`config.mk`:
```
export PLATFORM = sky130hd
export DESIGN_NAME = regwb_arbiter
export DESIGN_NICKNAME = d
export VERILOG_FILES = /design/src/rtl/regwb_pkg.sv /design/src/rtl/wb_fifo2.sv /design/src/rtl/regwb_arbiter.sv
export SDC_FILE = /design/constraint.sdc
export NUM_CORES = 1
export LEC_CHECK = 0
export ABC_AREA = 1
export CAP_MARGIN = 20
export CORE_ASPECT_RATIO = 0.7
export CORE_MARGIN = 1
export CORE_UTILIZATION = 46
export DETAILED_ROUTE_END_ITERATION = 10
export GPL_ROUTABILITY_DRIVEN = 0
export PLACE_DENSITY_LB_ADDON = 0.25
export SETUP_SLACK_MARGIN = 0.02
export SLEW_MARGIN = 20
export SYNTH_ARGS = -nofsm -noshare
export SYNTH_HDL_FRONTEND = slang
export SYNTH_SLANG_ARGS = --single-unit
```
`constraint.sdc`:
```
create_clock -name clk -period 3.4 [get_ports clk]
set_clock_uncertainty 0.15 [all_clocks]
set_input_delay 0.34 -clock clk [delete_from_list [all_inputs] [get_ports clk]]
set_output_delay 0.34 -clock clk [all_outputs]
set_load 0.05 [all_outputs]
```
`src/rtl/regwb_pkg.sv`:
```
// Shared types and sizes for the register-file writeback arbiter.
// The long-latency result FIFO carries wb_entry_t {dest, data} records.
package regwb_pkg;
  localparam int REG_W         = 5;
  localparam int DATA_W        = 32;
  localparam int LU_FIFO_DEPTH = 2;
  localparam int NUM_REGS      = 1 << REG_W;
  localparam int CNT_W         = $clog2(LU_FIFO_DEPTH + 1);

  typedef struct packed {
    logic [REG_W-1:0]  dest;
    logic [DATA_W-1:0] data;
  } wb_entry_t;
endpackage

```
`src/rtl/wb_fifo2.sv`:
```
// Two-entry FIFO for long-latency results, with 1-bit wrapping pointers.
// Payload storage is deliberately left out of reset; only pointers and count clear.
module wb_fifo2
  import regwb_pkg::*;
(
  input  logic             clk,
  input  logic             rst,
  input  logic             push,
  input  wb_entry_t        push_entry,
  input  logic             pop,
  output wb_entry_t        head,
  output logic [CNT_W-1:0] count
);
  wb_entry_t        mem_r [LU_FIFO_DEPTH];
  logic             wr_ptr_r;
  logic             rd_ptr_r;
  logic [CNT_W-1:0] count_r;
  logic             do_push_s;
  logic             do_pop_s;

  assign do_push_s = push && (count_r < CNT_W'(LU_FIFO_DEPTH));
  assign do_pop_s  = pop && (count_r != {CNT_W{1'b0}});
  assign head      = mem_r[rd_ptr_r];
  assign count     = count_r;

  // Pointer and occupancy tracking
  always_ff @(posedge clk) begin
    if (!rst) begin
      wr_ptr_r <= 1'b0;
      rd_ptr_r <= 1'b0;
      count_r  <= {CNT_W{1'b0}};
    end else begin
      if (do_push_s) wr_ptr_r <= ~wr_ptr_r;
      if (do_pop_s)  rd_ptr_r <= ~rd_ptr_r;
      case ({do_push_s, do_pop_s})
        2'b10:   count_r <= count_r + CNT_W'(1);
        2'b01:   count_r <= count_r - CNT_W'(1);
        default: count_r <= count_r;
      endcase
    end
  end

  // Payload storage
  always_ff @(posedge clk) begin
    if (do_push_s) begin
      mem_r[wr_ptr_r] <= push_entry;
    end
  end
endmodule

```
`src/rtl/regwb_arbiter.sv`:
```
// Shares the register-file write port between the pipeline writeback and the
// long-latency result FIFO, and tracks in-flight long-latency destinations.
module regwb_arbiter
  import regwb_pkg::*;
(
  input  logic              clk,
  input  logic              rst,
  input  logic              MEMWB_RegWrite_out,
  input  logic [REG_W-1:0]  MEMWB_destination_out,
  input  logic [DATA_W-1:0] WBID_mux_out,
  input  logic              lu_valid,
  input  logic [REG_W-1:0]  lu_dest,
  input  logic [DATA_W-1:0] lu_data,
  output logic              lu_ready,
  input  logic              id_lu_issue,
  input  logic [REG_W-1:0]  id_lu_dest,
  input  logic [REG_W-1:0]  IDEX_rs_in,
  input  logic [REG_W-1:0]  IDEX_rt_in,
  input  logic [REG_W-1:0]  id_dest,
  output logic              id_stall,
  output logic              rf_we,
  output logic [REG_W-1:0]  rf_waddr,
  output logic [DATA_W-1:0] rf_wdata
);
  wb_entry_t            lu_entry_s;
  wb_entry_t            head_s;
  logic [CNT_W-1:0]     count_s;
  logic                 push_s;
  logic                 pop_s;
  logic                 pipe_sel_s;
  logic [NUM_REGS-1:0]  pending_r;
  logic [NUM_REGS-1:0]  pending_nxt_s;

  // Pop decisions use the registered count, so a fresh push never pops in its own cycle
  assign lu_ready   = (count_s < CNT_W'(LU_FIFO_DEPTH));
  assign push_s     = lu_valid & lu_ready;
  assign pipe_sel_s = MEMWB_RegWrite_out & (MEMWB_destination_out != {REG_W{1'b0}});
  assign pop_s      = ~pipe_sel_s & (count_s != {CNT_W{1'b0}});
  assign lu_entry_s = '{dest: lu_dest, data: lu_data};

  wb_fifo2 u_fifo (
    .clk        (clk),
    .rst        (rst),
    .push       (push_s),
    .push_entry (lu_entry_s),
    .pop        (pop_s),
    .head       (head_s),
    .count      (count_s)
  );

  // Scoreboard next state: clear on pop first so a same-cycle issue wins
  always_comb begin
    pending_nxt_s = pending_r;
    if (pop_s) begin
      pending_nxt_s[head_s.dest] = 1'b0;
    end else begin
      pending_nxt_s = pending_r;
    end
    if (id_lu_issue) begin
      pending_nxt_s[id_lu_dest] = 1'b1;
    end else begin
      pending_nxt_s = pending_nxt_s;
    end
    pending_nxt_s[0] = 1'b0;
  end

  // Scoreboard state
  always_ff @(posedge clk) begin
    if (!rst) begin
      pending_r <= {NUM_REGS{1'b0}};
    end else begin
      pending_r <= pending_nxt_s;
    end
  end

  assign id_stall = pending_r[IDEX_rs_in] | pending_r[IDEX_rt_in] | pending_r[id_dest];

  // Registered write port; address/data hold when idle
  always_ff @(posedge clk) begin
    if (!rst) begin
      rf_we    <= 1'b0;
      rf_waddr <= {REG_W{1'b0}};
      rf_wdata <= {DATA_W{1'b0}};
    end else if (pipe_sel_s) begin
      rf_we    <= 1'b1;
      rf_waddr <= MEMWB_destination_out;
      rf_wdata <= WBID_mux_out;
    end else if (pop_s) begin
      rf_we    <= (head_s.dest != {REG_W{1'b0}});
      rf_waddr <= head_s.dest;
      rf_wdata <= head_s.data;
    end else begin
      rf_we    <= 1'b0;
    end
  end
endmodule
```
==> summary.txt <==
Global routing
  – Initial antenna violation count: 0
  – Pin count of the biggest net entering global routing: 62
  – Tot GR Track Use: 25.0%
  – First-pass GRT wire length: 29800 um
  – GR met2 Demand/Resource: 34.2%
  – Vias in the first global route: 5713
  – Busiest grt layer: met1
  – Grt met3 use: 9.83%
  – GR met1 Demand/Resource: 36.3%
  – Remaining global-route overflow: 0

Setup path
  – Critical Path Max Stage Delay: 0.50 ns
  – CP required: 3.54 ns
  – CP max FO: 28
  – Type of the worst setup path: in2reg
  – Critical path endpoint category: register
  – Crit start category: input pin
  – CP Cell Sequence: clkdlybuf4s50_1, nor2_1, nand2_1, nand2_4, nand2_2, clkinv_2, ha_1, a21oi_1, o21ai_0, o21ai_0, a21oi_1
  – Slowest CP cell: clkdlybuf4s50_1
  – Worst endpoint data arrival time: 2.86 ns

Floorplan
  – Num ports: 139
  – FP Rows: 37
  – Die Area: 15600 um^2
  – Die Ht: 105 um
  – Starting Density: 47.3%
  – Die Wd: 149 um
  – Core area: 14700 um^2

Power and ir drop
  – Switching Fraction: 36.9%
  – Clk pwr share: 30.7%
  – Final Power: 6.20 mW
  – VDD IR-drop max: 479 uV
  – PD cells: 682 nW/um^2
  – Combinational share of power: 32.1%
  – Lkg Pwr: 3.45 nW
  – NetSw: 2.29 mW
  – Pint: 3.91 mW
  – Seq pwr share: 37.2%

CTS
  – Post-CTS resize count: 0
  – Root buf cell: clkbuf_16
  – Clk Latency, worst-skew pair: 0.41 ns
  – H-tree depth: 4
  – Worst-path clk slew: 0.06 ns
  – CTS Buffer Depth: 2
  – TritonCTS clock tree: yes
  – Number of CTS-inserted buffers: 17
  – Setup bufs post-CTS: 0
  – Clock sink total: 148
  – CTS Hold Bufs: 0

Route
  – Vias per inst: 5.30
  – ANT nets after route: 0
  – Via count: 6232
  – Iter 0 DRT Violations: 675
  – DRC Markers: 0
  – Routed length per instance: 16.1 um
  – Drt pass-1 iters: 7
  – DRT Wirelength: 18900 um

Synth
  – Warnings, synthesis: 0
  – Syn Area/Cell: 8.29 um^2
  – Synth Instances: 840
  – Synth cell types: 29
  – Sequential share of the synthesized area: 53.2%
  – Post-Syn Nets: 940
  – Post-Syn Area: 6960 um^2
  – Synth Register Bits: 148
  – Yosys top cell by area: edfxtp_1
  – Top cell type's share of synthesized area: 31.9%
  – Main area contributors after synthesis: edfxtp_1 32%, dfxtp_1 21%, nand2_1 15%, nand3_1 9.3%, a21oi_1 4.7%

Worst hold path
  – HP Class: reg2reg

STA
  – Worst Tran Pin Value: 0.751 ns
  – Slew HR: 49.8%
  – Final worst path period share: 80.0%
  – Max-slew violations: 0
  – Max Freq: 367 MHz
  – Hold_ws: 0.297 ns
  – Post-route minimum period: 2.72 ns
  – Final number of hold-violating endpoints: 0
  – Setup TNS: 0 ns
  – Final Setup Violations: 0
  – Final worst setup slack: 0.678 ns
  – RSZ-0062 raised after global routing: no

Finish
  – Antenna diode count: 0
  – Area grow syn2layout: 30.6%
  – Post-layout util: 61.8%
  – Final net count: 1068
  – Share of layout cells above drive strength 1: 8.36%

Place
  – Port buffer count: 138
  – HPWL Detailed: 13300 um
  – Pre-CTS setup slack: 0.344 ns

Status
  – Status: finished clean

Job
  – Max Cap Viol: 0
==> metal layers <==
| layer | vias up | part of all wire [%] |
|---|---|---|
| li1 | 3095 | - |
| met1 | 2812 | 45 |
| met2 | 292 | 41 |
| met3 | 33 | 12 |
| met4 | 0 | 1.4 |
| met5 | - | 0 |
==> cell families after synthesis <==
kind of cell / Yosys count / synth area share [%]
simple gates: 446 / 28.8
mux: 2 / 0.288
buf+inv: 93 / 6.20
xor+xnor: 1 / 0.126
compound gates: 149 / 11.3
flops: 148 / 53.2
fa+ha+maj: 1 / 0.180
==> synth_stat cells <==
master    count
o21ai_2       2
nor3_1       11
clkinv_2      1
nor2_1       12
o21ai_0      54
buf_4         1
mux2i_1       2
inv_4         5
nor2_4        3
nand3_1     129
clkbuf_1     18
dfxtp_1      74
o21ai_4       1
nand2_1     269
o211ai_1      7
a31oi_1       1
inv_2         1
nor2_2        6
buf_6         6
edfxtp_1     74
ha_1          1
a21oi_1      66
buf_2        16
inv_1        45
o21ai_1      18
nor2_8        4
nand2_2       8
xor2_1        1
nand2_4       4
==> critical path, delay by kind of cell <==
kind	cells	cell delay, ns
buffers and inverters	2	0.88
AOI/OAI and AO/OA	4	0.51
and+or+nand+nor	4	0.69
adders and majority gates	1	0.44
==> cells in the final DEF, fill, tap and decap left out, types with 3 or more instances in the layout <==
cell type        synthesis  layout
inv_8                    0       4
nor2_4                   3       5
o21ai_0                 54      54
inv_4                    5       5
nand3_1                129     129
edfxtp_1                74      74
clkdlybuf4s50_1          0     137
nand2_4                  4       4
a21oi_1                 66      66
nand2_1                269     269
nor2_8                   4       4
inv_6                    0       3
o211ai_1                 7       7
inv_1                   45      45
nand2_2                  8       8
nor2_1                  12      10
buf_4                    1      11
nor2_2                   6       6
clkinvlp_4               0       4
dfxtp_1                 74      73
o21ai_1                 18      18
clkbuf_16                0      17
nor3_1                  11      11
==> path summary, 6_finish.rpt <==
| check | startpoint | to | slack, ns | cells past startpoint |
|---|---|---|---|---|
| max | MEMWB_destination_out[1] | u_fifo.count[1] | 0.68 | 11 |
| min | u_fifo.rd_ptr_r | register | 0.30 | 1 |
| max reg2reg | u_fifo.count[0] | u_fifo.count[1] | 0.93 | 9 |
| min reg2reg | u_fifo.rd_ptr_r | register | 0.30 | 1 |
==> final cells by class <==
| type | count | area [um^2] |
|---|---|---|
| clock buffer | 18 | 429 |
| clock inverter | 14 | 170 |
| fill | 1246 | 5630 |
| inverter | 52 | 209 |
| multi-input combinational | 599 | 2840 |
| sequential | 148 | 3700 |
| tap | 195 | 244 |
| timing repair buffer | 150 | 1490 |
==> stage by stage <==
stage | std cells | instance area, um^2
6_report | 1176 | 9090
5_1_grt | 1176 | 9090
4_1_cts | 1176 | 9090
3_5_place_dp | 1144 | 8490
3_3_place_gp | 1144 | 8490
2_1_floorplan | 840 | 6960
==> sequential cells by signal (all words and copies together) (netlist names), named ones only <==
signal and count:
rf_we 1, u_fifo.mem_r 74, pending_r 31, u_fifo.wr_ptr_r 1, u_fifo.count 2, rf_waddr 5, rf_wdata 32, u_fifo.rd_ptr_r 1
==> power by group through the flow <==
stage               Clock [mW]  Combinational, mW  Sequential (mW)
finish                    1.90               1.99             2.31
detailed placement           0               1.98             2.34
global route              2.02               2.15             2.34
CTS                       1.93               2.00             2.31
floorplan                    0              0.971             2.75
global placement             0               1.96             2.34
Note: power is estimated with default switching activity, not from simulation.
